`config.mk`:
```
export PLATFORM = sky130hd
export DESIGN_NAME = ddr3_ref_sched
export DESIGN_NICKNAME = d
export VERILOG_FILES = /design/src/rtl/ddr3_ref_sched.sv
export SDC_FILE = /design/constraint.sdc
export NUM_CORES = 1
export LEC_CHECK = 0
export ABC_AREA = 1
export ABC_CLOCK_PERIOD_IN_PS = 1700
export CAP_MARGIN = 10
export CORE_ASPECT_RATIO = 1.2
export CORE_UTILIZATION = 23
export CTS_CLUSTER_DIAMETER = 40
export DETAILED_ROUTE_END_ITERATION = 10
export PLACE_DENSITY = 0.41
export SKIP_CTS_REPAIR_TIMING = 1
export SLEW_MARGIN = 25
export SYNTH_ARGS = -nofsm -noshare
export SYNTH_HDL_FRONTEND = slang
export SYNTH_SLANG_ARGS = --single-unit
```
`constraint.sdc`:
```
create_clock -name clock -period 1.7 [get_ports clock]
set_clock_uncertainty 0.2 [all_clocks]
set_input_delay 0.255 -clock clock [delete_from_list [all_inputs] [get_ports clock]]
set_output_delay 0.255 -clock clock [all_outputs]
set_load 0.01 [all_outputs]
```
`src/rtl/ddr3_ref_sched.sv`:
```
// DDR3 refresh scheduler: tREFI interval timer, postponed-refresh debt tracking and REFRESH request handshake.
// Optional pull-in of refreshes ahead of schedule is enabled by defining DDR3_REF_PULLIN_EN.
`timescale 1ns/1ps
module ddr3_ref_sched #(
    parameter int DDR_FREQ_MHZ = 100,
    parameter int TREFI_NS     = 7800,
    parameter int MAX_POSTPONE = 8,
    parameter int URGENT_LEVEL = 6,
    parameter int MAX_PULLIN   = 8,
    parameter int DEBT_BITS    = 4
) (
    input  logic                 clock,
    input  logic                 reset,
    input  logic                 cfg_run_i,
    input  logic                 ctl_idle_i,
    output logic                 ref_req_o,
    input  logic                 ref_rdy_i,
    output logic                 ref_urgent_o,
    output logic [DEBT_BITS-1:0] ref_debt_o,
    output logic                 ref_err_o
);
    localparam int TREFI_CYCLES = TREFI_NS * DDR_FREQ_MHZ / 1000;
    localparam int CNT_BITS     = $clog2(TREFI_CYCLES + 1);
    localparam logic [CNT_BITS-1:0]  CNT_RELOAD = CNT_BITS'(TREFI_CYCLES - 1);
    localparam logic [DEBT_BITS-1:0] MAX_DEBT   = DEBT_BITS'(MAX_POSTPONE);
    localparam logic [DEBT_BITS-1:0] URG_DEBT   = DEBT_BITS'(URGENT_LEVEL);
    localparam logic [DEBT_BITS-1:0] MAX_AHEAD  = DEBT_BITS'(MAX_PULLIN);
`ifdef DDR3_REF_PULLIN_EN
    localparam bit PULLIN_EN = 1'b1;
`else
    localparam bit PULLIN_EN = 1'b0;
`endif

    typedef enum logic [1:0] {ST_OFF, ST_WAIT, ST_REQ} state_t;

    state_t               state_reg, state_next;
    logic [CNT_BITS-1:0]  cnt_reg, cnt_next;
    logic [DEBT_BITS-1:0] debt_reg, debt_next;
    logic [DEBT_BITS-1:0] ahead_reg;
    logic                 req_reg, urgent_reg;
    logic                 err_reg, err_next;
    logic                 tick, hs, pullin_ok, issue;

`ifdef DDR3_REF_PULLIN_EN
    logic [DEBT_BITS-1:0] ahead_next;
`else
    assign ahead_reg = '0;
`endif

    assign tick      = (state_reg != ST_OFF) && (cnt_reg == '0);
    assign hs        = (state_reg == ST_REQ) && ref_rdy_i;
    assign pullin_ok = PULLIN_EN && (debt_reg == '0) && ctl_idle_i && (ahead_reg < MAX_AHEAD);
    // Issue decision looks at debt before this cycle's tick/handshake update.
    assign issue     = ((debt_reg != '0) && ctl_idle_i) || (debt_reg >= URG_DEBT) || pullin_ok;

    always_comb begin
        state_next = state_reg;
        cnt_next   = cnt_reg;
        debt_next  = debt_reg;
        err_next   = err_reg;
`ifdef DDR3_REF_PULLIN_EN
        ahead_next = ahead_reg;
`endif
        if (!cfg_run_i) begin
            state_next = ST_OFF;
            cnt_next   = '0;
            debt_next  = '0;
            err_next   = 1'b0;
`ifdef DDR3_REF_PULLIN_EN
            ahead_next = '0;
`endif
        end else begin
            case (state_reg)
                ST_OFF: begin
                    state_next = ST_WAIT;
                    cnt_next   = CNT_RELOAD;
                    debt_next  = '0;
`ifdef DDR3_REF_PULLIN_EN
                    ahead_next = '0;
`endif
                end
                ST_WAIT, ST_REQ: begin
                    cnt_next = tick ? CNT_RELOAD : cnt_reg - 1'b1;
                    if (state_reg == ST_WAIT && issue)
                        state_next = ST_REQ;
                    else if (hs)
                        state_next = ST_WAIT;
                    // A tick coinciding with a handshake cancels out.
                    if (tick && !hs) begin
                        if (ahead_reg != '0) begin
`ifdef DDR3_REF_PULLIN_EN
                            ahead_next = ahead_reg - 1'b1;
`endif
                        end else if (debt_reg < MAX_DEBT) begin
                            debt_next = debt_reg + 1'b1;
                        end else begin
                            err_next = 1'b1;
                        end
                    end else if (hs && !tick) begin
                        if (debt_reg != '0) begin
                            debt_next = debt_reg - 1'b1;
                        end else begin
`ifdef DDR3_REF_PULLIN_EN
                            ahead_next = ahead_reg + 1'b1;
`endif
                        end
                    end
                end
                default: state_next = ST_OFF;
            endcase
        end
    end

    always_ff @(posedge clock or posedge reset) begin
        if (reset) begin
            state_reg  <= ST_OFF;
            cnt_reg    <= '0;
            debt_reg   <= '0;
            req_reg    <= 1'b0;
            urgent_reg <= 1'b0;
            err_reg    <= 1'b0;
        end else begin
            state_reg  <= state_next;
            cnt_reg    <= cnt_next;
            debt_reg   <= debt_next;
            req_reg    <= (state_next == ST_REQ);
            urgent_reg <= (debt_next >= URG_DEBT);
            err_reg    <= err_next;
        end
    end

`ifdef DDR3_REF_PULLIN_EN
    always_ff @(posedge clock or posedge reset) begin
        if (reset) ahead_reg <= '0;
        else       ahead_reg <= ahead_next;
    end
`endif

    assign ref_req_o    = req_reg;
    assign ref_urgent_o = urgent_reg;
    assign ref_debt_o   = debt_reg;
    assign ref_err_o    = err_reg;
endmodule

```
==> qor.log, run 1 <==
INFO  final_layout   number_of_flip_flops_in_the_largest_register=10
INFO  synthesis      syn_nets=196
INFO  synthesis      synth-compound-area-share=14.6%
INFO  cts            cts_tree=built
INFO  sta            finalSetupViolations=8
INFO  floorplan      io_pins=12
INFO  sta            worst_hold_slack=0.119ns
INFO  synthesis      synth.yosys.warnings=0
INFO  final_layout   final_layout_size_suffix_gt1_share=42.0%
INFO  power_and_ir_drop part_of_the_total_power_dissipated_in_sequential_elements=39.5%
INFO  floorplan      die_h=86.7um
INFO  sta            fin_crit=1.87ns
INFO  synthesis      largest_cells_by_area_after_synthesis=dfrtp_1 (35%), nand2_1 (13%), ha_1 (8.2%)
INFO  cts            clk_transition_reported_paths=0.07ns
INFO  worst_setup_path crit_required=1.70ns
INFO  synthesis      parity_gate_share_of_the_synthesized_area_counting_xor_and_xnor_cells=3.83%
INFO  synthesis      synth_top_cell_area_share=34.6%
INFO  sta            timing_hold_violations_final=0
INFO  synthesis      mappedNetlistArea=0.00137mm2
INFO  power_and_ir_drop power_per_cell_area=586mW/mm2
INFO  routing        post_drt_wl_per_cell=11.5um
INFO  worst_setup_path crit-reg2reg-launch=cnt_reg[1]
INFO  final_layout   antennaDiodeCount=0
INFO  place          detailed_place_hpwl=2.96mm
INFO  sta            final_min_period_over_clock_period=110%
INFO  power_and_ir_drop switching_share=32.7%
INFO  floorplan      overall_die_area=0.00629mm2
INFO  power_and_ir_drop design_power_total=1.28mW
INFO  worst_setup_path worstPathArrival=1.86ns
INFO  sta            worstMarginPinSlew=0.314ns
INFO  worst_setup_path critical_path.startpoint=cnt_reg[1]
INFO  synthesis      synth_cell_types=30
INFO  global_routing global_route.usage.total=13.3%
INFO  synthesis      ys_seq_area_share=34.6%
INFO  status         status=complete, but fails checks
INFO  cts            cts_htree_levels=1
INFO  floorplan      placementRows=30
INFO  cts            later_pin_clock_latency_in_the_skew_report=0.25ns
INFO  routing        antenna_left=0
INFO  sta            final-max-slew-violation-count=0
INFO  synthesis      synth.ff_latch_count=19
INFO  final_layout   net_count_reported_at_finish=260
INFO  power_and_ir_drop clock_power_share=24.6%
INFO  final_layout   most-common-layout-cells=buf_4 (43), nand2_1 (40), inv_1 (17), dfrtp_1 (17), nor2_1 (12)
INFO  place          place.gp.congestion=0.770
INFO  routing        per_cell_via_count_in_the_routed_design=4.20
INFO  floorplan      design.core.area=0.00571mm2
INFO  routing        detailroute.via_count=1365
INFO  sta            post-route-worst-setup-slack=-0.167ns
INFO  global_routing number_of_global_route_vias_before_repair=1416
INFO  final_layout   leading_cell_type_in_the_layout_fill_and_taps_excluded=buf_4
INFO  routing        routed_wirelength=3.73mm
INFO  synthesis      synth.area.mux_share=0%
INFO  synthesis      netlist_instances=182
INFO  power_and_ir_drop static-leakage-power=1.13nW
INFO  flow_run       maxcap_viol_count=0
INFO  worst_setup_path cp_cell_sequence=inv_2, ha_4, inv_2, nor2_4, nand3_4, nor2_8, nand2_4, buf_4, buf_4, nor3_4, o21a_1
INFO  synthesis      area_fraction_in_and_or_nand_and_nor_cells_after_synthesis=31.1%
INFO  worst_setup_path worstRegToRegCells=11
INFO  synthesis      cell_taking_the_most_area_after_synthesis=dfrtp_1
INFO  worst_setup_path critical_path_start_type=flip-flop
INFO  final_layout   area_delta_synth_final=59.5%
INFO  floorplan      initial_core_util=24.1%
INFO  status         violations_in_the_final_reports=negative setup slack
INFO  worst_setup_path critical_path_class=reg2reg
INFO  power_and_ir_drop power.internal=0.864mW
INFO  global_routing grt-ovfl-total=0
INFO  floorplan      floorplan.die.width=72.6um
INFO  power_and_ir_drop power_frac_comb=35.9%
INFO  place          portBuffers=11
INFO  sta            achievable-frequency=536MHz
INFO  cts            clock_tree.root_cell=clkbuf_8
INFO  global_routing wire_length_of_the_first_global_routing_pass=6.42mm
INFO  worst_setup_path worst_path_max_delay_cell=dfrtp_1
INFO  worst_setup_path peak_fanout_along_the_critical_path=4
INFO  synthesis      largest_family_of_logic_cells_by_synthesized_area=simple AND/OR/NAND/NOR gates
INFO  global_routing antenna_found_initial=0
INFO  cts            cts_num_sinks=19
INFO  worst_hold_path hold_path_class=in2async
INFO  routing        drtIter0Drc=52
INFO  cts            clock_tree.buffer_depth=2
INFO  global_routing maximum_number_of_pins_on_one_net_before_global_route_repair=20
INFO  routing        drc=0
INFO  power_and_ir_drop switching_pwr=0.420mW
INFO  cts            cts_buf_count=3
INFO  sta            unrepaired_setup_endpoints_after_global_routing=true
INFO  routing        detail_route.first_pass.iterations=4
INFO  power_and_ir_drop power.ir.vdd_worst=0.321mV
INFO  worst_setup_path kind_of_end_point_of_the_critical_path=flip-flop
INFO  synthesis      mean_syn_cell_area=7.55um2
INFO  sta            timing.slew.headroom=78.9%
INFO  synthesis      yosys.area_share.adder=8.20%
INFO  worst_setup_path cpPeakStageDelay=0.39ns
==> final cells by class <==
cell class / count / area, um2
Clock buffer: 4 / 45.0
Multi-Input combinational cell: 135 / 950
Fill cell: 631 / 3510
Timing Repair Buffer: 59 / 505
Inverter: 28 / 113
Tap cell: 80 / 100
Sequential cell: 19 / 478
==> kinds of logic after synthesis <==
| group | after synthesis |
|---|---|
| fa+ha+maj | 9 |
| flops | 19 |
| xor+xnor | 6 |
| buf+inv | 28 |
| simple gates | 90 |
| compound gates | 30 |
==> stage by stage <==
stage | setup TNS [ns] | setup slack [ns] | std cells | utilization [%] | instance area, um2
2_1_floorplan | -0.118 | -0.0591 | 182 | - | 1420
3_3_place_gp | -1.27 | -0.156 | 311 | 33.5 | 1910
3_5_place_dp | -1.29 | -0.148 | 311 | 33.5 | 1910
4_1_cts | -1.90 | -0.190 | 315 | 34.3 | 1960
5_1_grt | -2.09 | -0.268 | 325 | 38.4 | 2190
6_report | -0.705 | -0.167 | 325 | 38.4 | 2190
==> synth_stat cells, drive strengths merged <==
cell,number
a21oi,8
a22o,1
and2,1
dfrtp,19
ha,9
inv,28
nand2,49
nand3,11
nand4,3
nor2,20
nor3,6
o21a,1
o21ai,13
o21bai,1
o22ai,4
o311ai,1
o31ai,1
xnor2,1
xor2,5
==> worst max-delay path: cells and delay by family (launching register included) <==
kind                       cells  cell delay, ns
buffers and inverters          4            0.38
AOI/OAI and AO/OA              1            0.14
and+or+nand+nor                5            0.57
adders and majority gates      1            0.13
DFF                            1            0.39
==> path summary, 6_finish.rpt <==
| kind | to | slack, ns |
|---|---|---|
| hold reg to reg | ref_err_o | 0.28 |
| hold / removal | cnt_reg[3] | 0.12 |
| setup / recovery | ref_err_o | -0.17 |
| min in group clock | ref_err_o | 0.28 |
| max in group asynchronous | ref_debt_o[1] | 0.96 |
| setup reg to reg | ref_err_o | -0.17 |
==> per-layer routing <==
metal | vias up | track usage (%) | part of all wire, %
met4 | 0 | 4.28 | 0.64
li1 | 715 | - | -
met2 | 10 | 24.1 | 52
met1 | 638 | 16.2 | 46
met5 | - | 0 | 0
met3 | 2 | 1.51 | 1.6
==> power groups by stage <==
stage | sequential [mW] | clock [mW] | combinational (mW)
after floorplan | 0.516 | 0 | 0.238
after global placement | 0.515 | 0 | 0.403
after detailed placement | 0.516 | 0 | 0.399
after CTS | 0.507 | 0.339 | 0.402
after global routing | 0.510 | 0.353 | 0.519
final | 0.507 | 0.316 | 0.461
Note: power is estimated with default switching activity, not from simulation.
==> run 2, diff against run 1 <==
--- a/config.mk
+++ b/config.mk
@@ -13,7 +13,6 @@
 export CTS_CLUSTER_DIAMETER = 40
 export DETAILED_ROUTE_END_ITERATION = 10
 export PLACE_DENSITY = 0.41
-export SKIP_CTS_REPAIR_TIMING = 1
 export SLEW_MARGIN = 25
 export SYNTH_ARGS = -nofsm -noshare
 export SYNTH_HDL_FRONTEND = slang
==> run 2 against run 1 <==
  * The flow still finishes with violations (negative setup slack)
  * Combinational power is 4.3% higher
  * Worst setup slack better by 0.069 ns
  * Clock power hardly changed
  * Die area stayed put
  * Non-clock buffer count stayed put
  * Sequential cell count stayed put
  * Critical endpoint is now ref_urgent_o
  * Largest power group unchanged
==> qor.log, run 2 (synthesis gave the netlist of run 1 again) <==
INFO  status         status=complete, but fails checks
INFO  status         violations_in_the_final_reports=negative setup slack
INFO  sta            timing.slew.headroom=82.5%
INFO  sta            final-max-slew-violation-count=0
INFO  worst_setup_path critical_path_s_top_delay_family=simple AND/OR/NAND/NOR gates
INFO  floorplan      design.core.area=0.00571mm2
INFO  final_layout   most-common-layout-cells=buf_4 (43), nand2_1 (39), inv_1 (18), dfrtp_1 (18), nor2_1 (13)
INFO  sta            finalSetupViolations=10
INFO  worst_setup_path crit-reg2reg-launch=cnt_reg[1]
INFO  worst_setup_path crit_required=1.65ns
INFO  worst_hold_path hold_path_class=in2async
INFO  global_routing wire_length_of_the_first_global_routing_pass=6.63mm
INFO  routing        post_drt_wl_per_cell=11.8um
INFO  sta            worst_hold_slack=0.116ns
INFO  worst_setup_path worst_path_max_delay_cell=dfrtp_1
INFO  sta            fin_crit=1.80ns
INFO  cts            clock_tree.buffer_depth=2
INFO  routing        detail_route.first_pass.iterations=4
INFO  cts            clock_tree.root_cell=clkbuf_8
INFO  final_layout   leading_cell_type_in_the_layout_fill_and_taps_excluded=buf_4
INFO  worst_setup_path worstRegToRegCells=13
INFO  routing        drc=0
INFO  floorplan      die_h=86.7um
INFO  floorplan      placementRows=30
INFO  worst_setup_path cp.buffers_inverters=3
INFO  cts            cts_htree_levels=1
INFO  flow_run       maxcap_viol_count=0
INFO  cts            clk_transition_reported_paths=0.07ns
INFO  sta            unrepaired_setup_endpoints_after_global_routing=true
INFO  sta            post_route_setup_tns=-0.588ns
INFO  global_routing antenna_found_initial=0
INFO  worst_setup_path critical_path_class=reg2reg
INFO  worst_setup_path worstPathArrival=1.75ns
INFO  floorplan      floorplan.die.width=72.6um
INFO  routing        routed_wirelength=3.83mm
INFO  floorplan      io_pins=12
INFO  global_routing number_of_global_route_vias_before_repair=1469
INFO  sta            timing_hold_violations_final=0
INFO  worst_setup_path peak_fanout_along_the_critical_path=4
INFO  final_layout   antennaDiodeCount=0
INFO  final_layout   net_count_reported_at_finish=260
INFO  routing        detailroute.via_count=1361
INFO  final_layout   final_layout_size_suffix_gt1_share=43.3%
INFO  worst_setup_path critical_path_start_type=flip-flop
INFO  place          place.gp.congestion=0.770
INFO  sta            post-route-worst-setup-slack=-0.0987ns
INFO  final_layout   number_of_flip_flops_in_the_largest_register=10
INFO  floorplan      overall_die_area=0.00629mm2
INFO  cts            cts_buf_count=3
INFO  global_routing global_route.usage.total=13.6%
INFO  cts            cts_num_sinks=19
INFO  routing        per_cell_via_count_in_the_routed_design=4.19
INFO  power_and_ir_drop static-leakage-power=1.08nW
INFO  cts            holdBufCountCts=0
INFO  power_and_ir_drop power.ir.vdd_worst=0.303mV
INFO  floorplan      initial_core_util=24.1%
INFO  global_routing grt-ovfl-total=0
INFO  routing        antenna_left=0
INFO  worst_setup_path critical_path.startpoint=cnt_reg[1]
INFO  final_layout   area_delta_synth_final=61.8%
INFO  sta            achievable-frequency=556MHz
INFO  power_and_ir_drop power_per_cell_area=588mW/mm2
INFO  sta            worstMarginPinSlew=0.260ns
INFO  routing        drtIter0Drc=46
INFO  cts            cts_tree=built
INFO  cts            later_pin_clock_latency_in_the_skew_report=0.25ns
INFO  worst_setup_path worst-r2r-setup-slack=-0.1ns
INFO  global_routing maximum_number_of_pins_on_one_net_before_global_route_repair=20
INFO  worst_setup_path cp_cell_sequence=inv_2, ha_4, inv_2, nor2_4, nand3_4, nor2_8, nand2_4, o21ai_2, inv_1, nand2_2, a21oi_2, nand2_1, nand2_1
INFO  worst_setup_path kind_of_end_point_of_the_critical_path=flip-flop
INFO  worst_setup_path worst_r2r_endpoint=ref_urgent_o
INFO  place          portBuffers=11
INFO  place          detailed_place_hpwl=2.96mm
INFO  sta            final_min_period_over_clock_period=106%
INFO  worst_setup_path cpPeakStageDelay=0.40ns
run 2: metal layers:
metal	part of all wire, %	global-route usage (%)	up-vias
li1	-	-	722
met1	44	16.5	627
met2	53	24.7	10
met3	1.6	1.51	2
met4	0.63	4.28	0
met5	0	0	-
run 2: area by class of cell:
cell class / instances / area, um2
fillers: 624 / 3480
multi-input cells: 135 / 995
repair buffers: 59 / 494
flip-flops and latches: 19 / 477
inverters: 28 / 113
well taps: 80 / 100
clock buffers: 4 / 45.0
run 2: what timing repair did:
action | CTS | global route
buffers inserted | 6 | 4
pin swaps | 11 | 13
resized for setup | 17 | 38
endpoints found under the setup margin | 23 | 20
run 2: report_power, final:
| group | internal [mW] | switching, mW |
|---|---|---|
| sequential | 0.481 | 0.0276 |
| clock | 0.167 | 0.151 |
| combinational | 0.224 | 0.258 |
| total | 0.872 | 0.436 |
run 2: through the flow:
| step | cells | instance area (um2) | setup slack, ns | power (mW) | util [%] |
|---|---|---|---|---|---|
| final | 325 | 2220 | -0.0987 | 1.31 | 39.0 |
| after global routing | 325 | 2220 | -0.267 | 1.41 | 39.0 |
| after CTS | 321 | 2040 | -0.126 | 1.26 | 35.7 |
| after detailed placement | 311 | 1910 | -0.148 | 0.914 | 33.5 |
| after global placement | 311 | 1910 | -0.156 | 0.918 | 33.5 |
| after floorplan | 182 | 1420 | -0.0591 | 0.753 | - |
run 2: tightest hold or removal path: stages:
cell	delay, ns
clkdlybuf4s50_1	0.39
inv_1	0.05
buf_4	0.26
run 2: worst max path at each step:
stage | to | slack, ns | cells after the start
2_1_floorplan | ref_debt_o[0] | -0.06 | 11
3_3_place_gp | ref_urgent_o | -0.16 | 9
3_5_place_dp | ref_urgent_o | -0.15 | 10
4_1_cts | ref_urgent_o | -0.13 | 12
5_1_grt | ref_urgent_o | -0.27 | 13
6_report | ref_urgent_o | -0.1 | 13
==> run 3, diff against run 2 <==
--- a/config.mk
+++ b/config.mk
@@ -7,10 +7,11 @@
 export LEC_CHECK = 0
 export ABC_AREA = 1
 export ABC_CLOCK_PERIOD_IN_PS = 1700
-export CAP_MARGIN = 10
+export CAP_MARGIN = 30
 export CORE_ASPECT_RATIO = 1.2
 export CORE_UTILIZATION = 23
 export CTS_CLUSTER_DIAMETER = 40
+export CTS_CLUSTER_SIZE = 40
 export DETAILED_ROUTE_END_ITERATION = 10
 export PLACE_DENSITY = 0.41
 export SLEW_MARGIN = 25
==> results of run 3 <==
The final DEF is identical to that of run 2; final timing and power are the same.
==> RTL edit 1: new RTL, settings of run 2 <==
Register the output `ref_err_o` once more, cleared by the reset; this adds one clock of latency there. The other outputs are not delayed to match.
--- a/src/rtl/ddr3_ref_sched.sv
+++ b/src/rtl/ddr3_ref_sched.sv
@@ -139,6 +139,12 @@
     assign ref_req_o    = req_reg;
     assign ref_urgent_o = urgent_reg;
     assign ref_debt_o   = debt_reg;
-    assign ref_err_o    = err_reg;
+    always_ff @(posedge clock or posedge reset) begin
+        if (reset) begin
+            ref_err_o <= '0;
+        end else begin
+            ref_err_o <= err_reg;
+        end
+    end
 endmodule
 
Behaviour: no difference found for any inputs over 10 cycles, from zero or initial values and one cycle with reset high; that may be too few to reach the edited logic, so the function may still have changed.
==> RTL edit 1 against run 2 <==
The run still ends with setup timing left. Setup slack worse by 0.025 ns. Critical path depth is 1 lower. Final area up 1.8%. Area after synthesis grew 3.1%. Sequential cell count is 1 higher. Routed wire length up 3.5%. Total power up 6.0%. Non-clock buffer count did not move. Count of clock-buffer cells in the layout unchanged. Sequential power up 4.5%. Core utilization grew 0.19 points. Critical endpoint is now ref_debt_o[2].
==> RTL edit 1: results (changes against run 2) <==
outcome: "finished with violations"
violations: "setup timing"
buf_share_pct: 21.1  # -1.1 points
synth_warnings: 0  # unchanged
first_pass_iters: 3  # -1
multi_input_area_share_pct: 45.9  # +1.1 points
finalWirelength_mm: 3.97  # +3.5%
met3_length_um: 59  # -6.3%
layout-drive-gt1-share_pct: 47.1  # +3.9 points
met1_length_mm: 1.71  # +0.88%
grt_pass1_wl_mm: 6.49  # -2.1%
critical_path.endpoint: "ref_debt_o[2]"
final_nets: 259  # -0.38%
rr_worst_depth: 12  # -1
p_leak_nw: 1.09  # +0.55%
whs_ns: 0.109  # -0.00729 ns
synthesis.instances: 183  # +0.55%
n_fill_cell: 629  # +0.80%
synth_seq_area_share_pct: 35.3  # +0.73 points
stdcell_count: 324  # -0.31%
synthTopCellsByArea: "dfrtp_1 35%, nand2_1 12%, ha_1 8.0%, inv_1 5.8%, nand3_1 4.6%"
cts_sinks: 20  # +1
worstMarginPinSlew_ns: 0.284  # +0.0234 ns
dr_wl_met2_mm: 2.17  # +5.9%
grtUsageMet2_pct: 24.9  # +0.13 points
die_area_um2: 6480  # +3.0%
drt_iter0_markers: 33  # -28%
inverters: 26  # -7.1%
gr-usage-met1_pct: 15.2  # -1.3 points
p_per_area_nw_per_um2: 613  # +4.1%
gp_congestion: 0.770  # about the same
grt_usage_pct: 13.1  # -0.43 points
grt_start_max_net_pins: 21  # +5.0%
seqAreaFraction_pct: 22.2  # +0.73 points
ys_types: 30  # unchanged
place_inst: 309  # -0.64%
dp_hpwl_mm: 2.91  # -1.8%
synth_xor_area_share_pct: 4.33  # +0.50 points
vias: 1374  # +0.96%
ir_drop_mv: 0.284  # -6.1%
met3_usage_pct: 2.42  # +0.90 points
clk_share_pct: 1.99  # -0.036 points
insertion_delay_ns: 0.26
setup_violations: 11  # +1
fin_setup_tns_ns: -0.724  # -0.136 ns
fin_ws_ns: -0.123  # -0.0248 ns
synth_common_cells: "44 x nand2_1, 22 x inv_1, 20 x dfrtp_1"
synth_compound_area_share_pct: 12.5  # -2.0 points
post_dp_cell_area_um2: 1920  # +0.39%
min_period_ns: 1.82  # +0.0248 ns
cp.arrival_ns: 1.78  # +0.03 ns
syn_nets: 197  # +0.51%
crit_path_max_fanout: 5  # +1
synthAdderAreaFrac_pct: 7.95  # -0.25 points
==> RTL edit 1: changes by cell type after synthesis, sizes merged, moves of 2 or more <==
cell,run 2,this run
nand2,49,47
buf,0,2
nor2,20,22
nand3,11,14
o21ai,13,9
o22ai,4,8
inv,28,26
==> RTL edit 1: power breakdown <==
| group | internal [mW] | switching (mW) |
|---|---|---|
| logic | 0.241 | 0.279 |
| clock network | 0.167 | 0.167 |
| registers | 0.505 | 0.0274 |
==> RTL edit 1: timing repair <==
item,4_1_cts,5_1_grt
resized for setup,17,41
endpoints found under the setup margin,23,20
gates cloned,0,0
buffers inserted,5,8
pin swaps,4,25
==> RTL edit 1: kinds of logic (layout without fill, tap and decap cells) <==
kind of cell               Yosys count  count (layout)
AOI/OAI and AO/OA                   27              27
xor gates and xnor gates             7               7
adders and majority gates            9               9
buffers and inverters               28              89
DFF                                 20              20
and+or+nand+nor                     92              92
==> RTL edit 2: new RTL, config.mk and constraints of run 2 <==
Without the edit above. Build with the macro `DDR3_REF_PULLIN_EN` defined.
--- a/src/rtl/ddr3_ref_sched.sv
+++ b/src/rtl/ddr3_ref_sched.sv
@@ -1,6 +1,8 @@
 // DDR3 refresh scheduler: tREFI interval timer, postponed-refresh debt tracking and REFRESH request handshake.
 // Optional pull-in of refreshes ahead of schedule is enabled by defining DDR3_REF_PULLIN_EN.
 `timescale 1ns/1ps
+`define DDR3_REF_PULLIN_EN
+
 module ddr3_ref_sched #(
     parameter int DDR_FREQ_MHZ = 100,
     parameter int TREFI_NS     = 7800,
Function: changed (Yosys sat finds a counterexample within 4 cycles, from zero or initial values and one cycle with reset high).
==> RTL edit 2 against run 2 <==
The run still ends with setup timing left. Total power up 43%. Sequential cell count up 4. Final area up 21%. Largest cell class unchanged. Critical path type unchanged. Sequential share of layout area about the same. Setup slack worse by 0.34 ns. Combinational power up 84%. Area after synthesis up 21%. Via count up 19%. Routed wire length up 20%.
==> RTL edit 2: results (changes against run 2) <==
synth_common_cells: "45 x nand2_1, 29 x inv_1, 25 x nand3_1"
grt_start_max_net_pins: 24  # +20%
cts_buffers: 3  # unchanged
setup_violations: 19  # +9
syn_nets: 232  # +18%
vias: 1619  # +19%
diodes: 0  # unchanged
outcome: "finished with violations"
slowest_stage: "dfrtp_1"
synth_warnings: 0  # unchanged
fin_ws_ns: -0.436  # -0.337 ns
drt_iter0_markers: 63  # +37%
finalWirelength_mm: 4.60  # +20%
first_pass_iters: 7  # +3
multiInputGateArea_um2: 1290  # +30%
crit_path_max_fanout: 3  # -1
place_inst: 353  # +14%
cts_root_buf: "clkbuf_8"
stdcell_count: 367  # +13%
insertion_delay_ns: 0.27  # +0.02 ns
cp_slowest_stage_delay_ns: 0.39
synthesis.instances: 215  # +18%
grt_pass1_wl_mm: 7.41  # +12%
crit_family: "simple AND/OR/NAND/NOR gates"
synthTopCellsByArea: "dfrtp_1 35%, nand2_1 10%, ha_1 8.3%, nand3_1 7.5%, inv_1 6.6%"
synth_seq_area_share_pct: 34.7  # +0.11 points
gp_congestion: 0.785  # +2.0%
dpl_worst_slack_ns: -0.457  # -0.308 ns
clockBufferDepth: 2  # unchanged
ir_drop_mv: 0.438  # +45%
portBuffers: 11  # unchanged
p_leak_nw: 1.25  # +15%
largest_reg_flops: 10  # unchanged
cts.clk_slew.worst_paths_ns: 0.09  # +0.02 ns
worstHoldPathType: "in2async"
cp.arrival_ns: 2.14  # +0.39 ns
async_flop_share_pct: 100  # unchanged
final_nets: 298  # +15%
layout-drive-gt1-share_pct: 47.9  # +4.6 points
post_dp_cell_area_um2: 2220  # +16%
ys_types: 32  # +6.7%
antenna_found_initial: 0  # unchanged
n_fill_cell: 702  # +13%
dp_hpwl_mm: 3.46  # +17%
cts.htree.levels: 1  # unchanged
relSlewSlack_pct: 77.2  # -5.3 points
violations: "setup timing"
grt_usage_pct: 12.8  # -0.79 points
RTL edit 2: cell count changes after synthesis, moves of 2 or more:
cell and delta:
inv_1 +4, nand3_2 +3, nor3_1 -3, nand3_1 +15, a21oi_2 -2, ha_1 +2, dfrtp_1 +4, nand2_2 +4
o22ai_1 +5, o21ai_0 -6
RTL edit 2: final timing paths:
check	endpoint	slack, ns	cells past startpoint	startpoint
worst max-delay path	ahead_reg[3]	-0.44	13	state_reg[1]
worst min-delay path	ref_err_o	0.12	3	reset
worst max register to register	ahead_reg[3]	-0.44	13	state_reg[1]
worst min register to register	ref_err_o	0.29	1	ref_err_o
max in group asynchronous	ref_debt_o[1]	0.94	3	reset
min in group clock	ref_err_o	0.29	1	ref_err_o
RTL edit 2: worst register-to-register path, delay by kind of cell (launching register included):
family,cells,cell delay (ns)
buf+inv,1,0.06
simple gates,8,0.79
fa+ha+maj,2,0.41
flops,1,0.39
compound gates,2,0.24
RTL edit 2: cells by family after synthesis:
family / share of synthesized area [%]
buf+inv: 8.00
fa+ha+maj: 9.51
flops: 34.7
compound gates: 10.5
simple gates: 33.1
xor+xnor: 4.23
RTL edit 2: report_power, final:
| group | total [mW] | switching, mW | leakage, nW | internal, mW |
|---|---|---|---|---|
| registers | 0.629 | 0.0361 | 0.309 | 0.593 |
| logic | 0.883 | 0.481 | 0.917 | 0.403 |
| clock network | 0.361 | 0.197 | 0.0255 | 0.164 |
RTL edit 2: timing repair:
item | in CTS | in global routing
endpoints found under the setup margin | 27 | 23
buffers inserted | 3 | 12
hold buffers | 0 | 0
pin swaps | 8 | 38
cloned | 0 | 0
gates resized for setup | 24 | 60
RTL edit 2: layout make-up:
cell class              count  share of cell area (%)
well taps                  87                    4.06
clock buffers               3                    1.54
repair buffers             63                    19.6
clock inverters             1                   0.187
inverters                  33                    5.04
multi-input cells         157                    48.1
flip-flops and latches     23                    21.5
RTL edit 2: per-layer routing:
layer / global-route usage, % / vias up / wire [um]
li1: - / 828 / -
met1: 15.4 / 767 / 1990
met2: 22.6 / 16 / 2420
met3: 1.93 / 8 / 90
met4: 4.85 / 0 / 95
met5: 0 / - / 0
RTL edit 2: per-stage QoR:
stage          hold slack (ns)  setup TNS [ns]
2_1_floorplan           0.0569           -1.39
3_3_place_gp             0.280           -3.19
3_5_place_dp             0.287           -3.12
4_1_cts                  0.133           -2.29
5_1_grt                  0.187           -4.82
6_report                 0.118           -2.57
